File: config.mk
export PLATFORM = sky130hd
export DESIGN_NAME = bcd_score_display
export DESIGN_NICKNAME = d
export VERILOG_FILES = /design/src/rtl/bcd_score_display.sv
export SDC_FILE = /design/constraint.sdc
export NUM_CORES = 1
export LEC_CHECK = 0
export CAP_MARGIN = 20
export CORE_UTILIZATION = 40
export DETAILED_ROUTE_END_ITERATION = 7
export PLACE_DENSITY = 0.67
export SLEW_MARGIN = 15
export SYNTH_ARGS = -nofsm -noshare
export SYNTH_HDL_FRONTEND = slang
export SYNTH_SLANG_ARGS = --single-unit
File: constraint.sdc
create_clock -name clk -period 5.1 [get_ports clk]
set_input_delay 1.275 -clock clk [delete_from_list [all_inputs] [get_ports clk]]
set_output_delay 1.275 -clock clk [all_outputs]
set_load 0.02 [all_outputs]
File: src/rtl/bcd_score_display.sv
`default_nettype none
// ============================================================================
// Module   : bcd_score_display
// Purpose  : Edge-counted BCD score with high-score tracking, saturation flag
//            and a multiplexed active-low 7-segment driver.
//            Optional build macro: SEG_LEADING_ZERO_BLANK_EN (blank leading zeros).
// Revision : 1.0 - initial release
// ============================================================================
module bcd_score_display #(
    parameter int DIGITS   = 4,
    parameter int SCAN_DIV = 50000
) (
    input  logic                  clk,
    input  logic                  rst,
    input  logic                  clear,
    input  logic                  inc,
    input  logic                  show_hi,
    output logic [4*DIGITS-1:0]   score,
    output logic [4*DIGITS-1:0]   hiscore,
    output logic                  ovf,
    output logic [7:0]            seg_out,
    output logic [DIGITS-1:0]     an
);

    localparam int c_idx_w = (DIGITS > 1) ? $clog2(DIGITS) : 1;
    localparam int c_cnt_w = $clog2(SCAN_DIV);

    localparam logic [c_cnt_w-1:0] c_scan_last = c_cnt_w'(SCAN_DIV - 1);
    localparam logic [c_cnt_w-1:0] c_cnt_one   = c_cnt_w'(1);
    localparam logic [c_idx_w-1:0] c_idx_last  = c_idx_w'(DIGITS - 1);
    localparam logic [c_idx_w-1:0] c_idx_one   = c_idx_w'(1);

    function automatic logic [7:0] f_seg(input logic [3:0] d);
        case (d)
            4'd0:    f_seg = 8'hC0;
            4'd1:    f_seg = 8'hF9;
            4'd2:    f_seg = 8'hA4;
            4'd3:    f_seg = 8'hB0;
            4'd4:    f_seg = 8'h99;
            4'd5:    f_seg = 8'h92;
            4'd6:    f_seg = 8'h82;
            4'd7:    f_seg = 8'hF8;
            4'd8:    f_seg = 8'h80;
            4'd9:    f_seg = 8'h90;
            default: f_seg = 8'hFF;
        endcase
    endfunction

    logic                  r_inc_q;
    logic [4*DIGITS-1:0]   r_score;
    logic [4*DIGITS-1:0]   r_hiscore;
    logic                  r_ovf;
    logic [c_cnt_w-1:0]    r_scan_cnt;
    logic [c_idx_w-1:0]    r_digit_idx;
    logic                  r_scan_active;
    logic [7:0]            r_seg;

    logic                  w_edge;
    logic [4*DIGITS-1:0]   w_score_inc;
    logic                  w_all_nines;
    logic                  w_carry;
    logic                  w_scan_tc;
    logic [c_idx_w-1:0]    w_idx_next;
    logic [4*DIGITS-1:0]   w_disp;
    logic [3:0]            w_digit;
    logic                  w_blank;

    assign w_edge = inc & ~r_inc_q;

    // Ripple a decimal carry from digit 0 upward; a carry out means all nines.
    always_comb begin
        w_score_inc = r_score;
        w_carry     = 1'b1;
        for (int k = 0; k < DIGITS; k++) begin
            if (w_carry) begin
                if (r_score[4*k +: 4] == 4'd9) begin
                    w_score_inc[4*k +: 4] = 4'd0;
                end else begin
                    w_score_inc[4*k +: 4] = r_score[4*k +: 4] + 4'd1;
                    w_carry               = 1'b0;
                end
            end
        end
        w_all_nines = w_carry;
    end

    always_ff @(posedge clk or negedge rst) begin
        if (!rst) begin
            r_inc_q   <= 1'b0;
            r_score   <= '0;
            r_hiscore <= '0;
            r_ovf     <= 1'b0;
        end else begin
            r_inc_q <= inc;
            if (r_score > r_hiscore) begin
                r_hiscore <= r_score;
            end
            if (clear) begin
                r_score <= '0;
                r_ovf   <= 1'b0;
            end else if (w_edge) begin
                if (w_all_nines) begin
                    r_ovf <= 1'b1;
                end else begin
                    r_score <= w_score_inc;
                end
            end
        end
    end

    // The first terminal count only enables the display, landing on digit 0.
    assign w_scan_tc = (r_scan_cnt == c_scan_last);

    always_comb begin
        w_idx_next = r_digit_idx;
        if (w_scan_tc && r_scan_active) begin
            w_idx_next = (r_digit_idx == c_idx_last) ? '0 : r_digit_idx + c_idx_one;
        end
    end

    always_ff @(posedge clk or negedge rst) begin
        if (!rst) begin
            r_scan_cnt    <= '0;
            r_digit_idx   <= '0;
            r_scan_active <= 1'b0;
        end else begin
            r_scan_cnt  <= w_scan_tc ? '0 : r_scan_cnt + c_cnt_one;
            r_digit_idx <= w_idx_next;
            if (w_scan_tc) begin
                r_scan_active <= 1'b1;
            end
        end
    end

    assign w_disp = show_hi ? r_hiscore : r_score;

    // Segment data is fetched for the upcoming index so it lines up with an.
    always_comb begin
        w_digit = w_disp[3:0];
        for (int k = 0; k < DIGITS; k++) begin
            if (w_idx_next == c_idx_w'(k)) begin
                w_digit = w_disp[4*k +: 4];
            end
        end
    end

`ifdef SEG_LEADING_ZERO_BLANK_EN
    always_comb begin
        w_blank = 1'b0;
        for (int k = 1; k < DIGITS; k++) begin
            if (w_idx_next == c_idx_w'(k)) begin
                w_blank = 1'b1;
                for (int j = k; j < DIGITS; j++) begin
                    if (w_disp[4*j +: 4] != 4'd0) begin
                        w_blank = 1'b0;
                    end
                end
            end
        end
    end
`else
    assign w_blank = 1'b0;
`endif

    always_ff @(posedge clk or negedge rst) begin
        if (!rst) begin
            r_seg <= 8'hFF;
        end else begin
            r_seg <= w_blank ? 8'hFF : f_seg(w_digit);
        end
    end

    always_comb begin
        an = '1;
        for (int k = 0; k < DIGITS; k++) begin
            if (r_scan_active && (r_digit_idx == c_idx_w'(k))) begin
                an[k] = 1'b0;
            end
        end
    end

    assign score   = r_score;
    assign hiscore = r_hiscore;
    assign ovf     = r_ovf;
    assign seg_out = r_seg;

endmodule
`default_nettype wire

## After elaboration in Yosys (flattened, before gate mapping)

Memories as Yosys holds them, arrays and structs flattened. A register that Yosys moved wholly into a read port is not among the register bits.
Cells that the tools add are included.

| storage, ports and cells | value |
|---|---|
| bits in read-only memories | 112 |
| memories kept | 1 |
| output and inout bits | 45 |
| input port bits | 5 |
| register bits | 61 |

| cells by class | value |
|---|---|
| $add $sub $neg | 6 |
| equal/unequal tests | 12 |
| magnitude comparators | 1 |
| reduce and logical (&&, ||, !) cells | 17 |
| multiplexer cells | 31 |
| bitwise gates (word level) | 2 |

Memory list:

| memory | words | bits a word | read ports | clocked after Yosys merged registers in | write ports | RTL line | RTL |
|---|---|---|---|---|---|---|---|
| (no name shown) | 16 | 7 | 1 | 1 | 0 | 34 | `case (d)` |

Operators with widths:

| operator | number |
|---|---|
| 2-to-1 mux 16 bit | 5 |
| 2-to-1 mux 4 bit | 10 |
| adder 16 x 1 -> 16 bit (second input constant) | 1 |
| adder 4 x 1 -> 4 bit (second input constant) | 4 |
| == test 16 bit (second input constant) | 1 |
| == test 4 bit (second input constant) | 4 |
| greater-than comparator 16 bit | 1 |
| 2-to-1 mux 1 bit | 14 |
| nonzero test 2 bit | 5 |
| AND reduction 3 bit | 3 |
| == test 2 bit (second input constant) | 4 |
| logical AND 1 bit | 5 |
| == test 2 x 1 -> 1 bit (second input constant) | 2 |
| 2-to-1 mux 2 bit | 2 |
| AND reduction 2 bit | 2 |
| adder 2 x 1 -> 2 bit (second input constant) | 1 |
| zero test 2 bit | 1 |
| inequality test 2 bit (second input constant) | 1 |
| AND 1 bit | 1 |
| zero test 1 bit | 1 |
| inverter 1 bit | 1 |

## Depth between registers and ports, before layout

| logic depth | value |
|---|---|
| word-level depth | 8 |
| depth in mapped cells | 12 |

## Worst setup path after synthesis

OpenSTA, ideal clock, no wires.

| path | value |
|---|---|
| path type | register to register |
| start | register r_digit_idx[0] |
| end | register r_seg[3] (netlist: seg_out[3]) |
| period minus slack after synthesis | 3441 ps |
| required time | 5018 ps |
| stages on the path, launching flop included | 13 |
| slack | 1659 ps |
| library setup time | 82 ps |
| buffers on the path | 2 |
| arrival time | 3359 ps |
| cells stage by stage | dfrtp_1 > clkbuf_1 > inv_1 > ha_1 > clkdlybuf4s50_2 > or3_2 > mux2i_1 > a221oi_1 > o2bb2ai_1 > inv_1 > ha_1 > nor2_1 > a211o_1 |

| on the way | value |
|---|---|
| longest elaborated chain between the ends | 7 |

Ends and longest elaborated chain:

| element | RTL line | RTL |
|---|---|---|
| start, declared | 54 | `logic [c_idx_w-1:0] r_digit_idx;` |
| start signal, assigned | 128 | `r_digit_idx <= w_idx_next;` |
| adder 2 x 1 -> 2 bit or == test 2 bit (tied branches) | 117 | `w_idx_next = (r_digit_idx == c_idx_last) ? '0 : r_digit_idx + c_idx_one;` |
| 2-to-1 mux 2 bit | 117 |  |
| 2-to-1 mux 2 bit (*) | 116 | `if (w_scan_tc && r_scan_active) begin` |
| == test 2 x 1 -> 1 bit | 141 | `if (w_idx_next == c_idx_w'(k)) begin` |
| 2-to-1 mux 4 bit (2 in series) | 141 |  |
| 2-to-1 mux 4 bit (*) | 141 |  |
| end, declared | 56 | `logic [7:0] r_seg;` |

Mark *: on every way between the ends. The rest lies on a longest branch, timed or not.
A chain may end at the register's enable or synchronous reset.

## Worst setup path in the final report

| path | value |
|---|---|
| start | input show_hi |
| end | register r_seg[3] (netlist: seg_out[3]) |

| on the way | value |
|---|---|
| longest elaborated chain between the ends | 4 |

Ends and longest elaborated chain:

| element | RTL line | RTL |
|---|---|---|
| start, declared | 17 | `input logic show_hi,` |
| 2-to-1 mux 16 bit (*) | 135 | `assign w_disp = show_hi ? r_hiscore : r_score;` |
| 2-to-1 mux 4 bit (2 in series) | 141 |  |
| 2-to-1 mux 4 bit (*) | 141 |  |

Marks and branches as above.

==> impl_metrics.env <==
export IMPL_clock_root_buffer="clkbuf_8"
export IMPL_critPathMaxStageDelay_ps=770
export IMPL_power_density_nw_per_um2=352
export IMPL_grt_pass1_wl_mm=14.1
export IMPL_placed_cell_area_sq_um=4290
export IMPL_fin_nets=462
export IMPL_core_sq_um=8850
export IMPL_dieArea_sq_um=9690
export IMPL_status="complete, but fails checks"
export IMPL_rsz0062_at_grt="no"
export IMPL_skew_ps=12.7
export IMPL_power_switching_w=0.000518
export IMPL_post_route_cells_drive_above_1_share=0.146
export IMPL_finalMaxSlewViolations=0
export IMPL_p_leak_nw=2.09
export IMPL_antenna_found_initial=0
export IMPL_fmax_mhz=280
export IMPL_ys_seq_elements=60
export IMPL_cp_slowest_cell="clkdlybuf4s50_1"
export IMPL_yosys_cell_types_count=60
export IMPL_synth_edff_count=0
export IMPL_crit_arrival_ps=3830
export IMPL_rows=34
export IMPL_top_usage_layer="met2"
export IMPL_vias_per_cell=5.40
export IMPL_critPathCaptureType="register"
export IMPL_period_minus_slack_ps=3570
export IMPL_power_frac_comb=0.337
export IMPL_gp_congestion=0.860
export IMPL_drc=1
export IMPL_drt_first_pass_iters=8
export IMPL_port_buffers=48
export IMPL_use_met2=0.295
export IMPL_drt_total_wl_mm=8.32
export IMPL_cts_hold_buf=0
export IMPL_post_synth_cell_area_avg_sq_um=9.94
export IMPL_cts_buffer_depth=2
export IMPL_grtUsageTotal=0.185
export IMPL_dr_first_iter_drc_count=84
export IMPL_p_sw_frac=0.327
export IMPL_syn2layout_area_growth_pct=20.9
export IMPL_postCtsSetupRepairBufs=0
export IMPL_yosysWarnings=0
export IMPL_grt_overflow=0
export IMPL_path_cells="clkdlybuf4s50_1 -> mux2_2 -> nand3_1 -> mux2i_1 -> o2bb2ai_1 -> inv_1 -> ha_1 -> nor2_1 -> a211o_1"
export IMPL_async_reset_ff_frac=1.00
export IMPL_dp_hpwl_mm=6.20
export IMPL_antenna_cells=0
export IMPL_numCtsBuffers=9
export IMPL_crit_fanout=10
export IMPL_critPathLaunchType="input pin"
export IMPL_finalSetupViolations=0
export IMPL_met1_usage=0.246
export IMPL_final_cell_mix="53 x dfrtp_1, 47 x clkdlybuf4s50_1, 38 x nor2_1"
export IMPL_final_common_cell="dfrtp_1"
export IMPL_dr_total_vias=2911
export IMPL_vdd_drop_max_mv=0.167
export IMPL_cts_resized=0
export IMPL_start_util=0.420
export IMPL_min_period_over_period=0.699
export IMPL_grt_met3_usage=0.0376
export IMPL_clk_pin_slew_ps=60
export IMPL_antenna_left=0
export IMPL_syn_nets=409
export IMPL_cts_tree="built"
export IMPL_path_class="input pin to register"
export IMPL_power_internal_w=0.00107
export IMPL_cts_sinks=60
export IMPL_worst_pin_slew_ps=874
export IMPL_final_area_sq_um=4500
export IMPL_fillers=840
export IMPL_power_frac_clock=0.291
export IMPL_max_slew_margin=0.414
export IMPL_cp_required_ps=5360
export IMPL_synth_seq_area_share=0.406
export IMPL_wire_per_inst_um=15.4
export IMPL_die_w_um=98.4
export IMPL_grt_pass1_vias=2921
export IMPL_die_h_um=98.4
export IMPL_grt_max_degree=39
export IMPL_syn_inst=374
export IMPL_syn_cell_area_sq_um=3720
export IMPL_violations="DRC"
export IMPL_htree_levels=3
export IMPL_setup_tns_ps=0
export IMPL_hold_viol_final=0
export IMPL_power_frac_seq=0.372
export IMPL_synth_ff_type="dfrtp_1"
export IMPL_hold_path_class="register to register"
export IMPL_maxCapViolCount=0
export IMPL_io_pins=50
export IMPL_clk_latency_ps=340
-- routing by layer --
metal	vias up	share of wire
li1	1429	-
met1	1402	0.48
met2	65	0.46
met3	15	0.043
met4	0	0.019
met5	-	0
-- sequential cells by signal, indices dropped and copies added (netlist names) --
signal / flops
r_scan_cnt: 16
score: 16
hiscore: 16
r_scan_active: 1
seg_out: 7
r_inc_q: 1
ovf: 1
r_digit_idx: 2
-- area by class of cell --
cell class | instances | area (sq um) | share of cell area
multi-input combinational | 276 | 2030 | 0.453
tap | 108 | 135 | 0.0301
clock buffer | 10 | 128 | 0.0284
sequential | 60 | 1510 | 0.336
inverter | 28 | 105 | 0.0234
timing repair buffer | 52 | 505 | 0.112
clock inverter | 5 | 77.6 | 0.0173
-- cells by family after synthesis --
kind of cell             count (synthesis)  share of synthesized area
AND/OR/NAND/NOR                        134                      0.184
buffers and inverters                   38                     0.0481
flip-flops                              60                      0.406
adder cells (fa/ha/maj)                 30                      0.101
multiplexers                            40                      0.116
AO/OA/AOI/OAI                           55                      0.106
other                                    1                    0.00101
XOR/XNOR                                16                     0.0377
-- final timing paths --
path | end | startpoint | slack (ps) | cells after the start
setup / recovery | seg_out[3] | show_hi | 1530 | 9
hold reg to reg | r_scan_cnt[0] | r_scan_cnt[0] | 470 | 1
max in group asynchronous | hiscore[15] | rst | 3330 | 2
min in group asynchronous | score[10] | rst | 890 | 1
setup reg to reg | seg_out[3] | r_scan_cnt[5] | 1660 | 9
hold / removal | r_scan_cnt[0] | r_scan_cnt[0] | 470 | 1
-- Yosys cell counts (all sizes together), types with 3 or more instances --
| cell | n | area share |
|---|---|---|
| dfrtp | 53 | 0.36 |
| nor2 | 39 | 0.040 |
| nand2 | 33 | 0.033 |
| ha | 30 | 0.10 |
| inv | 28 | 0.028 |
| mux2i | 23 | 0.062 |
| nand3 | 20 | 0.027 |
| mux2 | 16 | 0.048 |
| o21ai | 15 | 0.020 |
| a21oi | 12 | 0.016 |
| xor2 | 11 | 0.026 |
| and3 | 7 | 0.012 |
| dfstp | 7 | 0.049 |
| nand4 | 6 | 0.010 |
| a21o | 5 | 0.010 |
| clkbuf | 5 | 0.0077 |
| nor3 | 5 | 0.0067 |
| xnor2 | 5 | 0.012 |
| buf | 4 | 0.0091 |
| or2 | 4 | 0.0067 |
| nor2b | 3 | 0.0050 |
| o21a | 3 | 0.0061 |
| o31ai | 3 | 0.0061 |
-- power by group through the flow --
stage               Combinational, W  Clock (W)  Sequential [W]
floorplan                   0.000286          0        0.000647
global placement            0.000523          0        0.000600
detailed placement          0.000534          0        0.000599
CTS                         0.000537   0.000468        0.000590
global route                0.000582   0.000490        0.000597
finish                      0.000534   0.000461        0.000590
-- worst max-delay path: cells and delay by family --
kind            cells  cell delay [ps]
compound gates      2              740
fa+ha+maj           1              310
buf+inv             2              860
mux                 2              500
simple gates        2              130
-- through the flow --
step                      utilization  instances  setup slack (ps)  power [W]  hold WS (ps)
final                           0.508        539              1530    0.00158           467
after global routing            0.508        539              1320    0.00167           492
after CTS                       0.508        539              1540    0.00159           466
after detailed placement        0.485        524              1200    0.00113           457
after global placement          0.485        524              1240    0.00112           439
after floorplan                     -        374              1660   0.000933           425
(Power assumes the default switching activity.)
